==> config.mk <==
export PLATFORM = sky130hd
export DESIGN_NAME = vx_commit_arb
export DESIGN_NICKNAME = d
export VERILOG_FILES = /design/src/rtl/VX_gpu_pkg.sv /design/src/rtl/vx_commit_elastic_buf.sv /design/src/rtl/vx_commit_arb.sv
export SDC_FILE = /design/constraint.sdc
export NUM_CORES = 1
export LEC_CHECK = 0
export BUFFER_PORTS_ARGS = -buffer_cell sky130_fd_sc_hd__buf_2
export CAP_MARGIN = 30
export CORE_AREA = 5 5 271 273
export CTS_CLUSTER_SIZE = 8
export DETAILED_ROUTE_END_ITERATION = 8
export DIE_AREA = 0 0 276 278
export PLACE_DENSITY = 0.49
export SLEW_MARGIN = 10
export SYNTH_ARGS = -nofsm -noshare
export SYNTH_HDL_FRONTEND = slang
export SYNTH_SLANG_ARGS = --single-unit
==> constraint.sdc <==
create_clock -name clk -period 5 [get_ports clk]
set_clock_uncertainty 0.05 [all_clocks]
set_input_delay 1 -clock clk [delete_from_list [all_inputs] [get_ports clk]]
set_output_delay 1 -clock clk [all_outputs]
set_load 0.05 [all_outputs]
==> src/rtl/VX_gpu_pkg.sv <==
// Shared commit-path definitions: source index map, commit beat layout and lock states.
package VX_gpu_pkg;

   localparam int COMMIT_SRC_ALU = 0;
   localparam int COMMIT_SRC_LSU = 1;
   localparam int COMMIT_SRC_FPU = 2;
   localparam int COMMIT_SRC_SFU = 3;

   localparam int COMMIT_DATA_W  = 128;
   localparam int COMMIT_SRC_W   = 2;

   // Field order matches the packing used inside the arbiter's elastic buffer.
   typedef struct packed {
      logic [COMMIT_DATA_W-1:0] data;
      logic                     sop;
      logic                     eop;
      logic [COMMIT_SRC_W-1:0]  src;
   } commit_beat_t;

   typedef enum logic {
      UNLOCKED = 1'b0,
      LOCKED   = 1'b1
   } lock_state_e;

endpackage

==> src/rtl/vx_commit_elastic_buf.sv <==
// Two-entry elastic FIFO with a registered not-full flag, so in_ready_o never
// depends combinationally on out_ready_i.
module vx_commit_elastic_buf #(
   parameter int W = 8
) (
   input  logic         clk,
   input  logic         reset_n,
   input  logic         in_valid_i,
   input  logic [W-1:0] in_data_i,
   output logic         in_ready_o,
   output logic         out_valid_o,
   output logic [W-1:0] out_data_o,
   input  logic         out_ready_i
);

   logic [W-1:0] mem_q [2];
   logic         wr_ptr_q;
   logic         rd_ptr_q;
   logic [1:0]   count_q;
   logic [1:0]   count_d;
   logic         not_full_q;
   logic         push;
   logic         pop;

   assign push        = in_valid_i && not_full_q;
   assign pop         = (count_q != 2'd0) && out_ready_i;
   assign in_ready_o  = not_full_q;
   assign out_valid_o = (count_q != 2'd0);
   assign out_data_o  = mem_q[rd_ptr_q];

   always_comb begin
      count_d = count_q + {1'b0, push} - {1'b0, pop};
   end

   always_ff @(posedge clk or negedge reset_n) begin
      if (!reset_n) begin
         // NOTE: the storage is reset too, because the head drives the outputs and must read zero after reset.
         mem_q[0]   <= '0;
         mem_q[1]   <= '0;
         wr_ptr_q   <= 1'b0;
         rd_ptr_q   <= 1'b0;
         count_q    <= 2'd0;
         not_full_q <= 1'b0;
      end else begin
         if (push) begin
            mem_q[wr_ptr_q] <= in_data_i;
         end
         wr_ptr_q   <= wr_ptr_q ^ push;
         rd_ptr_q   <= rd_ptr_q ^ pop;
         count_q    <= count_d;
         not_full_q <= (count_d != 2'd2);
      end
   end

endmodule

==> src/rtl/vx_commit_arb.sv <==
// Per-issue-slot commit arbiter: round-robin, packet-locked merge of the
// ALU/LSU/FPU/SFU commit streams into one registered writeback stream.
module vx_commit_arb
   import VX_gpu_pkg::*;
#(
   parameter int NUM_SRCS = 4,
   parameter int DATA_W   = 128,
   parameter int CNT_W    = 32,
   localparam int SRC_W   = (NUM_SRCS > 1) ? $clog2(NUM_SRCS) : 1
) (
   input  logic                       clk,
   input  logic                       reset_n,
   input  logic [NUM_SRCS-1:0]        src_valid,
   input  logic [NUM_SRCS*DATA_W-1:0] src_data,
   input  logic [NUM_SRCS-1:0]        src_sop,
   input  logic [NUM_SRCS-1:0]        src_eop,
   output logic [NUM_SRCS-1:0]        src_ready,
   output logic                       out_valid,
   output logic [DATA_W-1:0]          out_data,
   output logic                       out_sop,
   output logic                       out_eop,
   output logic [SRC_W-1:0]           out_src,
   input  logic                       out_ready,
   output logic [CNT_W-1:0]           retired_cnt
);

   localparam int BEAT_W = DATA_W + 2 + SRC_W;

   lock_state_e       state_q, state_d;
   logic [SRC_W-1:0]  locked_src_q, locked_src_d;
   logic [SRC_W-1:0]  rr_ptr_q, rr_ptr_d;
   logic [CNT_W-1:0]  retired_q;

   logic [SRC_W-1:0]  grant;
   logic              grant_valid;
   int                idx;
   logic              can_accept;
   logic              sel_valid;
   logic              sel_sop;
   logic              sel_eop;
   logic [DATA_W-1:0] sel_data;
   logic              accept;
   logic [BEAT_W-1:0] buf_in;
   logic [BEAT_W-1:0] buf_out;

   // While a packet is open the locked source keeps the grant; otherwise search
   // upward from rr_ptr and wrap.
   always_comb begin
      grant       = rr_ptr_q;
      grant_valid = 1'b0;
      idx         = 0;
      if (state_q == LOCKED) begin
         grant       = locked_src_q;
         grant_valid = 1'b1;
      end else begin
         for (int k = 0; k < NUM_SRCS; k++) begin
            idx = int'(rr_ptr_q) + k;
            if (idx >= NUM_SRCS) begin
               idx = idx - NUM_SRCS;
            end
            if (!grant_valid && src_valid[SRC_W'(idx)]) begin
               grant       = SRC_W'(idx);
               grant_valid = 1'b1;
            end
         end
      end
   end

   assign sel_valid = src_valid[grant];
   assign sel_sop   = src_sop[grant];
   assign sel_eop   = src_eop[grant];
   assign sel_data  = src_data[int'(grant)*DATA_W +: DATA_W];
   assign accept    = grant_valid && sel_valid && can_accept;
   assign buf_in    = {sel_data, sel_sop, sel_eop, grant};

   always_comb begin
      src_ready = '0;
      if (grant_valid && can_accept) begin
         src_ready[grant] = 1'b1;
      end
   end

   // NOTE: combinational blocks assign every output a default first so no latch is inferred.
   always_comb begin
      state_d      = state_q;
      locked_src_d = locked_src_q;
      rr_ptr_d     = rr_ptr_q;
      if (accept) begin
         case (state_q)
            UNLOCKED: begin
               if (!sel_eop) begin
                  state_d      = LOCKED;
                  locked_src_d = grant;
               end
            end
            LOCKED: begin
               if (sel_eop) begin
                  state_d = UNLOCKED;
               end
            end
            default: state_d = UNLOCKED;
         endcase
         if (sel_eop) begin
            rr_ptr_d = (grant == SRC_W'(NUM_SRCS - 1)) ? '0 : grant + SRC_W'(1);
         end
      end
   end

   always_ff @(posedge clk or negedge reset_n) begin
      if (!reset_n) begin
         // NOTE: sequential state uses non-blocking assignments only.
         state_q      <= UNLOCKED;
         locked_src_q <= '0;
         rr_ptr_q     <= SRC_W'(COMMIT_SRC_ALU);
         retired_q    <= '0;
      end else begin
         state_q      <= state_d;
         locked_src_q <= locked_src_d;
         rr_ptr_q     <= rr_ptr_d;
         if (out_valid && out_ready && out_eop) begin
            retired_q <= retired_q + CNT_W'(1);
         end
      end
   end

   vx_commit_elastic_buf #(
      .W (BEAT_W)
   ) u_buf (
      .clk         (clk),
      .reset_n     (reset_n),
      .in_valid_i  (grant_valid && sel_valid),
      .in_data_i   (buf_in),
      .in_ready_o  (can_accept),
      .out_valid_o (out_valid),
      .out_data_o  (buf_out),
      .out_ready_i (out_ready)
   );

   assign {out_data, out_sop, out_eop, out_src} = buf_out;
   assign retired_cnt = retired_q;

`ifndef SYNTHESIS
   // A new sop inside an open packet is passed through as data; flag it here.
   sop_inside_packet: assert property (@(posedge clk) disable iff (!reset_n)
      !(accept && (state_q == LOCKED) && sel_sop))
      else $error("sop from locked source %0d inside an open packet", locked_src_q);
`endif

endmodule

==> metrics.md, run 1 <==
| Metric | Value |
|---|---|
| Initial antenna violation count | `4` |
| Critical path's slowest cell | `buf_4` |
| Largest stage delay on the critical path | `0.51 ns` |
| # hold bufs at CTS | `0` |
| Ys flop type | `dfrtp_1` |
| Slew Viols, Final | `0` |
| Setup crit end kind | `output port` |
| Count of different cell masters after synthesis | `61` |
| Worst min path class | `register to register` |
| GRT Util Overall | `0.141` |
| PD cells | `821 mW/mm^2` |
| Clock transition at the registers of the reported paths | `0.05 ns` |
| CP Cell Sequence | `buf_2, nor2b_2, o21ai_0, a21oi_2, o21a_4, buf_4, ha_1, and2_1, buf_2` |
| Drt drc | `0` |
| Setup bufs post-CTS | `0` |
| Total grt overflow | `0` |
| Post-synth top area share | `0.404` |
| Die footprint | `0.0767 sq mm` |
| Fin crit share | `0.834` |
| Area added between synthesis and finish | `28.4%` |
| Crit path kind | `input port to output port` |
| Placement row count | `98` |
| Seq cells post-synth | `306` |
| First-pass DRT Iterations | `4` |
| Root Buffer | `clkbuf_16` |
| CTS H-Tree Depth | `2` |
| Synth top area cells | `dfrtp_1 40%, mux2i_1 27%, inv_1 5.3%` |
| Post-CTS sizing | `0` |
| Core area | `0.0709 sq mm` |
| Ports | `696` |
| Post-Syn Area | `0.0189 sq mm` |
| Setup TNS | `0 ns` |
| Via density | `4.37` |
| Worst IR Drop VDD | `0.791 mV` |
| RSZ-0062 raised after global routing | `no` |
| Longest Clk Path Bufs | `3` |
| Clk_lat worst skew | `0.54 ns` |
| Syn Nets | `2307` |
| ANT nets after route | `0` |
| Ys async rst share | `1.00` |
| Post-DP HPWL | `42900 um` |
| Worst Path Required | `3.95 ns` |
| Final nets | `2962` |
| Via Count | `14800` |
| # setup viols final | `0` |
| Fmax | `240 MHz` |
| Share of layout cells above drive strength 1 | `0.381` |
| Delay-heaviest family, CP | `buffers and inverters` |
| R2R cell count | `9` |
| WHS | `0.418 ns` |
| Total wire length | `57000 um` |
| Largest net degree at the start of global routing | `118` |
| Syn Inst Count | `1771` |
| Die height | `278 um` |
| Worst Path Max Fanout | `41` |
| Outcome | `finished clean` |
| Number of port buffers | `695` |
| Number of DRC markers in iteration 0 | `526` |
| Clock Sinks | `306` |
| Levels on crit path | `9` |
| First-pass GRT wire length | `88300 um` |
| Synth area leader | `dfrtp_1` |
| Post-synth EDFFs | `0` |
| DR WL/cell | `16.8 um` |
| CTS tree | `done` |
| Placer Congestion | `0.890` |
| CP Launch Type | `input port` |
| Register area share after synthesis | `0.404` |
| Initial Util | `0.267` |
| Vias in the first global route | `15900` |
| Worst slew pin tran | `0.929 ns` |
| Flop2flop setup slack | `1.42 ns` |
| Most Frequent Cell on Critical Path | `buf_2` |
| Synthesis Warnings | `0` |
| Headroom to the max-slew limit | `0.381` |
| Fin. Hold Viols | `0` |
| Max-Cap Viols | `0` |
| Hold depth | `1` |
| Chip Width | `276 um` |
| Buffers and inverters on the worst path | `3` |
| Total CTS buffers | `45` |
| Tmin final | `4.17 ns` |
| CP arrival | `3.12 ns` |
| Pleak | `0.0126 uW` |
| Mean post-synth cell area | `10.7 sq um` |
| Fillers | `7329` |
-- synthesized netlist by cell type, types with 3 or more instances --
cell	instances
mux2i_1	520
dfrtp_1	306
inv_1	268
nand2_1	152
o21ai_0	131
mux2_2	71
clkbuf_1	65
mux2_4	65
buf_12	28
xnor2_1	27
nand3_1	12
buf_2	11
nor2_1	10
ha_1	9
xor2_1	7
and2_1	6
and3_1	6
nand2b_1	5
and4_1	4
buf_6	4
nand4_1	4
o21ai_1	4
o31ai_1	4
a21oi_1	3
a31oi_1	3
buf_4	3
inv_2	3
-- final timing paths --
kind                            startpoint                to
max                           src_valid[2]      src_ready[3]
min                        retired_cnt[31]   retired_cnt[31]
max reg2reg                    rr_ptr_q[1]  u_buf.mem_q[179]
min reg2reg                retired_cnt[31]   retired_cnt[31]
max in group asynchronous          reset_n   retired_cnt[12]
min in group asynchronous          reset_n  u_buf.mem_q[155]
-- area by class of cell --
class / instances / area (sq um) / area share
multi-input cells: 1082 / 9360 / 0.385
flip-flops and latches: 306 / 7660 / 0.315
repair buffers: 720 / 3830 / 0.157
clock buffers: 52 / 1210 / 0.0500
well taps: 950 / 1190 / 0.0489
inverters: 271 / 1020 / 0.0420
clock inverters: 3 / 43.8 / 0.00180
diodes: 2 / 5.00 / 0.000206
-- per-layer routing --
metal	global-route usage	routed length (um)
met5	0	0
met4	0.0420	1510
met3	0.0349	3220
met2	0.253	28800
met1	0.167	23500
-- where the power goes --
group,switching [uW],leakage [uW],internal [uW]
clock,1070,0.000620,1730
sequential,576,0.00360,3710
combinational,8240,0.00834,4650
total,9880,0.0126,10100
-- kinds of logic after synthesis --
group,synth area share
adder cells (fa/ha/maj),0.00595
multiplexers,0.369
AND/OR/NAND/NOR,0.0526
flip-flops,0.404
AO/OA/AOI/OAI,0.0489
XOR/XNOR,0.0157
buffers and inverters,0.103
-- sequential cells by signal, indices dropped and copies added, names as in the netlist --
register,flops
u_buf.rd_ptr_q,1
state_q,1
u_buf.count_q,2
locked_src_q,2
u_buf.in_ready_o,1
retired_cnt,32
u_buf.mem_q,264
u_buf.wr_ptr_q,1
rr_ptr_q,2
-- through the flow --
step           total power [uW]  worst slack (ns)  instances  area (sq um)  utilization
6_report                  20000             0.829       3386         24300        0.343
4_1_cts                   20400             0.811       3384         24300        0.343
3_5_place_dp              17400             0.829       3329         23100        0.325
2_1_floorplan             14700              1.19       1771         18900            -
3_3_place_gp              17100             0.882       3329         23100        0.325
5_1_grt                   21300             0.661       3386         24300        0.343
-- layout by cell type (no fill, tap or decap), types with 2 or more instances in the layout --
master,count
o22ai_1,2
a21oi_1,3
nor2b_1,2
nand3_1,12
nand4_1,4
nand2b_1,5
or4b_1,2
o2111ai_1,2
o21ai_1,4
o31ai_1,4
diode_2,2
clkbuf_1,3
mux2_4,65
buf_4,13
a31oi_1,3
clkbuf_8,2
inv_1,268
buf_2,694
and2_1,6
inv_6,2
nor3_1,2
xnor2_1,27
mux2i_1,520
inv_2,2
buf_12,12
o21ai_0,131
and3_1,6
dfrtp_1,305
xor2_1,7
and4_1,4
nand2_1,152
ha_4,2
ha_1,7
mux2_2,71
clkbuf_16,47
nor2_1,10
-- worst register-to-register path, cell delays in order, from the launching register on --
cell      delay, ns
dfrtp_1        0.69
mux2i_1        0.32
o221ai_1       0.19
o21ai_4        0.32
mux2i_1        0.12
mux2i_1        0.27
and2_4         0.26
ha_4           0.69
buf_4          0.37
mux2i_1        0.22
No activity file was read; power rests on OpenSTA's default activity.
==> run 2, diff against run 1 <==
CORE_AREA = 5 5 265 267   (was 5 5 271 273)
DIE_AREA = 0 0 270 272   (was 0 0 276 278)
PLACE_DENSITY = 0.5   (was 0.49)
clock period = 4 ns   (was 5 ns; I/O delays follow)
==> metrics.md, run 2 (synthesized netlist as in run 1, its figures left out) <==
| Metric | Value |
|---|---|
| DR WL/cell | `16.9 um (+0.62%)` |
| Via density | `4.43 (+1.2%)` |
| Initial antenna violation count | `3 (-1)` |
| PD cells | `1030 mW/mm^2 (+25%)` |
| CP Launch Type | `register` |
| Placement row count | `96 (-2.0%)` |
| CTS H-Tree Depth | `2 (unchanged)` |
| Largest register FFs | `264 (unchanged)` |
| First-pass GRT wire length | `87800 um (-0.63%)` |
| # hold bufs at CTS | `0 (unchanged)` |
| Commonest non-fill, non-tap cell in the layout | `buf_2` |
| Clk_lat worst skew | `0.54 ns (about the same)` |
| ANT nets after route | `0 (unchanged)` |
| Clock Sinks | `306 (unchanged)` |
| CTS tree | `done` |
| Outcome | `finished clean` |
| RSZ-0062 raised after global routing | `no` |
| First-pass DRT Iterations | `6 (+2)` |
| Initial Util | `0.279 (+0.0118)` |
| Worst Path Max Fanout | `18 (-56%)` |
| Fillers | `6858 (-6.4%)` |
| Total CTS buffers | `44 (-2.2%)` |
| Tmin final | `3.72 ns` |
| # setup viols final | `0 (unchanged)` |
| Clock transition at the registers of the reported paths | `0.05 ns (about the same)` |
| Vias in the first global route | `15800 (-0.56%)` |
| Crit path kind | `register to output port` |
| Via Count | `14700 (-0.58%)` |
| Setup TNS | `0 ns (unchanged)` |
| Most used routing layer | `met2` |
| Critical path's slowest cell | `dfrtp_1` |
| R2r startpoint | `rr_ptr_q[1]` |
| GRT Util Overall | `0.147 (+0.00581)` |
| Fin. Hold Viols | `0 (unchanged)` |
| Die height | `272 um (-2.2%)` |
| Setup bufs post-CTS | `0 (unchanged)` |
| Die footprint | `0.0734 sq mm (-4.3%)` |
| Crit. Startpoint | `rr_ptr_q[1]` |
| Flop2flop setup slack | `0.64 ns (-0.78 ns)` |
| Fin crit share | `0.931` |
| M3 GR Usage | `0.0362 (+0.00131)` |
| CP arrival | `2.87 ns (-0.25 ns)` |
| Total grt overflow | `0 (unchanged)` |
| Post-CTS sizing | `0 (unchanged)` |
| CP Cell Sequence | `or4b_1, o22ai_1, a21oi_1, o41ai_4, inv_2, and2_1, buf_2` |
| Worst min path class | `input port to async pin` |
| Area added between synthesis and finish | `28.2%` |
| M2 GR Usage | `0.263 (+0.00938)` |
| Post-DP HPWL | `42900 um (+0.13%)` |
| Delay-heaviest family, CP | `flip-flops` |
| Share of layout cells above drive strength 1 | `0.384 (+0.00319)` |
| Max-Cap Viols | `0 (unchanged)` |
| Placer Congestion | `0.888 (-0.19%)` |
| Number of port buffers | `695 (unchanged)` |
| Largest net degree at the start of global routing | `117 (-0.85%)` |
| Root Buffer | `clkbuf_16` |
| Fmax | `269 MHz` |
| Headroom to the max-slew limit | `0.347 (-0.0337)` |
| Largest stage delay on the critical path | `0.72 ns (+0.21 ns)` |
| Drt drc | `0 (unchanged)` |
| Total wire length | `56400 um (-1.1%)` |
| Most frequent cells in the layout | `694 x buf_2, 520 x mux2i_1, 305 x dfrtp_1, 268 x inv_1, 152 x nand2_1` |
| GR Util met1 | `0.177 (+0.0101)` |
| Number of DRC markers in iteration 0 | `570 (+8.4%)` |
| Worst slew pin tran | `0.980 ns (+0.0505 ns)` |
| Longest Clk Path Bufs | `3 (unchanged)` |
| Largest Register | `u_buf.mem_q` |
| Ports | `696 (unchanged)` |
| PnR Total Power | `24900 uW (+25%)` |
| Worst Path Required | `3.15 ns (-0.80 ns)` |
| Core area | `0.0679 sq mm (-4.2%)` |
| Final nets | `2978 (+0.54%)` |
| Worst IR Drop VDD | `1.02 mV (+29%)` |
| Chip Width | `270 um (-2.2%)` |
| Slew Viols, Final | `0 (unchanged)` |
| Pleak | `0.0126 uW (+0.39%)` |
| Setup crit end kind | `output port` |
| N_diodes | `0 (-2)` |
| Buffers and inverters on the worst path | `2 (-1)` |
## run 2: path summary, 6_finish.rpt
path,end,cells after the start
min in group clk,retired_cnt[18],1
setup reg to reg,u_buf.mem_q[242],10
setup / recovery,src_ready[2],7
max in group asynchronous,u_buf.mem_q[71],2
hold / removal,u_buf.mem_q[22],1
hold reg to reg,retired_cnt[18],1
## run 2: report_power, final
group	switching, uW	leakage, uW	internal, uW
Combinational	10300	0.00844	5950
Sequential	733	0.00360	4640
Clock	1280	0.000568	1980
Total	12300	0.0126	12600
## run 2: area by class of cell
cell class,count,area (sq um),share of cell area
multi-input combinational,1082,9360,0.385
sequential,306,7660,0.315
timing repair buffer,737,3990,0.164
clock buffer,48,1150,0.0472
tap,882,1100,0.0454
inverter,271,1020,0.0421
clock inverter,1,5.00,0.000206
## run 2: per-stage QoR
stage / util / std cells / hold slack, ns / cell area [sq um] / setup WS [ns]
floorplan: - / 1771 / 0.406 / 18900 / 0.427
global placement: 0.341 / 3278 / 0.421 / 23100 / 0.278
detailed placement: 0.341 / 3278 / 0.428 / 23100 / 0.235
CTS: 0.358 / 3327 / 0.261 / 24300 / 0.210
global route: 0.358 / 3327 / 0.295 / 24300 / 0.0431
finish: 0.358 / 3327 / 0.254 / 24300 / 0.278
## run 2: layer usage
metal	vias to the layer above	part of all wire	wire (um)
li1	7250	-	-
met1	6956	0.41	23300
met2	432	0.50	28400
met3	84	0.059	3320
met4	0	0.023	1330
met5	-	0	0
==> run 3, diff against run 2 <==
ABC_AREA = 1   (was default)
CORE_AREA = 5 5 266 268   (was 5 5 265 267)
DIE_AREA = 0 0 271 273   (was 0 0 270 272)
PLACE_DENSITY = 0.48   (was 0.5)
==> metrics.md, run 3 <==
| Metric | Value |
|---|---|
| Die footprint | `0.0740 sq mm (+0.74%)` |
| Register area share after synthesis | `0.434 (+0.0301)` |
| Most frequent cells in the layout | `1382 x nand2_1, 692 x buf_2, 304 x dfrtp_1, 289 x nand3_1, 261 x o21ai_1` |
| Largest stage delay on the critical path | `0.49 ns (-0.23 ns)` |
| Number of DRC markers in iteration 0 | `1180 (+110%)` |
| Root Buffer | `clkbuf_16` |
| Headroom to the max-slew limit | `0.472 (+0.125)` |
| Synth top area cells | `dfrtp_1 43%, nand2_1 29%, nand3_1 8.2%` |
| Clk_lat worst skew | `0.55 ns (about the same)` |
| Via density | `4.52 (+2.1%)` |
| Tmin final | `3.77 ns (+0.0444 ns)` |
| Commonest non-fill, non-tap cell in the layout | `nand2_1` |
| Drt drc | `0 (unchanged)` |
| Worst Path Required | `3.15 ns (about the same)` |
| Number of port buffers | `695 (unchanged)` |
| Worst min path class | `input port to async pin` |
| Core area | `0.0681 sq mm (+0.35%)` |
| Synthesis Warnings | `0 (unchanged)` |
| Largest net degree at the start of global routing | `133 (+14%)` |
| Die height | `273 um (+0.37%)` |
| Initial Util | `0.259 (-0.0202)` |
| Synth area leader | `dfrtp_1` |
| Area added between synthesis and finish | `31.2%` |
| Count of different cell masters after synthesis | `37 (-39%)` |
| Crit path kind | `register to output port` |
| Max-Cap Viols | `0 (unchanged)` |
| Ys async rst share | `1.00 (unchanged)` |
| Fin crit share | `0.942 (+0.0111)` |
| CTS H-Tree Depth | `2 (unchanged)` |
| Buffers and inverters on the worst path | `4 (+2)` |
| Fin util | `0.340 (-0.0184)` |
| First-pass GRT wire length | `107000 um (+22%)` |
| CP arrival | `2.92 ns (+0.05 ns)` |
| Outcome | `finished clean` |
| Total wire length | `70400 um (+25%)` |
| Total CTS buffers | `46 (+4.5%)` |
| Post-synth top area share | `0.434 (+0.0301)` |
| Longest Clk Path Bufs | `3 (unchanged)` |
| Ports | `696 (unchanged)` |
| CP Launch Type | `register` |
| Commonest cells post-synth | `1382 x nand2_1, 306 x dfrtp_1, 289 x nand3_1` |
| First-pass DRT Iterations | `5 (-1)` |
| # hold bufs at CTS | `0 (unchanged)` |
| Syn Nets | `3116 (+35%)` |
| CTS tree | `done` |
| Setup TNS | `0 ns (unchanged)` |
| Post-CTS sizing | `0 (unchanged)` |
| Post-Syn Area | `0.0176 sq mm (-6.9%)` |
| Setup bufs post-CTS | `0 (unchanged)` |
| Total grt overflow | `0 (unchanged)` |
| # setup viols final | `0 (unchanged)` |
| Clock transition at the registers of the reported paths | `0.05 ns (about the same)` |
| CP Cell Sequence | `inv_2, nand2_1, nand2_1, nand2_2, nand2_2, nand2_1, nand2_1, nand2_1, nand2_1, nand2_1, nand2_4, nand2_8, inv_8, ha_1, inv_1, nor2_1, clkbuf_4` |
| ANT nets after route | `0 (unchanged)` |
| Worst slew pin tran | `0.793 ns (-0.187 ns)` |
| Top-count cell post-synth | `nand2_1` |
| RSZ-0062 raised after global routing | `no` |
| Post-synth EDFFs | `0 (unchanged)` |
| Final nets | `3724 (+25%)` |
| Most Frequent Cell on Critical Path | `nand2_1` |
| Placer Congestion | `0.870 (-2.0%)` |
| Seq cells post-synth | `306 (unchanged)` |
| Slew Viols, Final | `0 (unchanged)` |
| Delay-heaviest family, CP | `simple AND/OR/NAND/NOR gates` |
| Chip Width | `271 um (+0.37%)` |
| Syn Inst Count | `2580 (+46%)` |
| Vias in the first global route | `18200 (+15%)` |
| Fmax | `265 MHz (-1.2%)` |
| Setup crit end kind | `output port` |
| Post-DP HPWL | `52500 um (+22%)` |
| DR WL/cell | `17.2 um (+1.7%)` |
| Share of layout cells above drive strength 1 | `0.259 (-0.126)` |
| Initial antenna violation count | `6 (+3)` |
| Largest register FFs | `264 (unchanged)` |
| Mean post-synth cell area | `6.83 sq um (-36%)` |
| Critical path's slowest cell | `dfrtp_2` |
| Worst Path Max Fanout | `31 (+13)` |
| Ys flop type | `dfrtp_1` |
| GRT Util Overall | `0.182 (+0.0355)` |
| Largest Register | `u_buf.mem_q` |
| Clock Sinks | `306 (unchanged)` |
| Placement row count | `96 (unchanged)` |
| Via Count | `18500 (+25%)` |
| Fin. Hold Viols | `0 (unchanged)` |
run 3: cell count changes after synthesis, sizes merged, moves of 11 or more:
cell	before	now
nand3	13	291
mux2	137	1
xnor2	27	16
inv	271	49
buf	47	89
xor2	7	18
nand2	153	1399
nor2	10	21
mux2i	520	0
o21ai	137	266
clkbuf	65	79
run 3: metal layers:
metal | GRT usage | part of all wire | up-vias
li1 | - | - | 9407
met1 | 0.230 | 0.43 | 8362
met2 | 0.302 | 0.47 | 570
met3 | 0.0493 | 0.070 | 110
met4 | 0.0632 | 0.033 | 2
met5 | 0 | 0.00018 | -
run 3: layout make-up:
| cell class | instances | area (sq um) |
|---|---|---|
| Antenna cell | 4 | 10.0 |
| Clock buffer | 52 | 1180 |
| Clock inverter | 5 | 111 |
| Fill cell | 7573 | 45000 |
| Inverter | 49 | 209 |
| Multi-Input combinational cell | 2051 | 8840 |
| Sequential cell | 306 | 7660 |
| Tap cell | 882 | 1100 |
| Timing Repair Buffer | 734 | 4000 |
run 3: final timing paths:
kind                                  from               end  slack (ns)  cells after the start
min in group clk           retired_cnt[31]   retired_cnt[31]        0.42                      1
max reg2reg                    rr_ptr_q[0]   u_buf.mem_q[94]        0.74                     20
max                            rr_ptr_q[0]      src_ready[3]        0.23                     17
max in group asynchronous          reset_n  u_buf.mem_q[103]        2.77                      2
min                                reset_n  u_buf.mem_q[146]        0.21                      1
min reg2reg                retired_cnt[31]   retired_cnt[31]        0.42                      1
run 3: cell families (layout without fill, tap and decap cells):
kind of cell | count (synthesis) | count (layout) | share of synthesized area
flip-flops | 306 | 306 | 0.434
buffers and inverters | 223 | 840 | 0.0648
XOR/XNOR | 34 | 34 | 0.0169
other | 0 | 4 | 0
AND/OR/NAND/NOR | 1736 | 1736 | 0.399
multiplexers | 1 | 1 | 0.000639
AO/OA/AOI/OAI | 271 | 271 | 0.0782
adder cells (fa/ha/maj) | 9 | 9 | 0.00639
run 3: worst register-to-register path: stages, from the launching register on:
cell and delay [ns]:
dfrtp_2 0.49, inv_2 0.18, nand2_1 0.07, nand2_1 0.16
nand2_2 0.07, nand2_2 0.11, nand2_1 0.08, nand2_1 0.06
nand2_1 0.05, nand2_1 0.05, nand2_1 0.08, nand2_4 0.12
nand2_8 0.10, nand2_1 0.08, nand3_1 0.10, a21oi_2 0.34
ha_1 0.32, inv_8 0.17, buf_4 0.30, nand2_1 0.11
o21ai_1 0.06
run 3: through the flow:
stage	cells	setup WS (ns)	hold WS (ns)	area, sq um
floorplan	2580	0.371	0.403	17600
global placement	4022	0.558	0.415	21800
detailed placement	4022	0.518	0.412	21800
CTS	4079	0.0866	0.229	23100
global route	4082	0.0113	0.260	23100
finish	4083	0.233	0.209	23100
Power of run 3 is left out: the tool's default activity adds up to more than one toggle a clock period on the data nets, which glitch-free logic cannot reach.
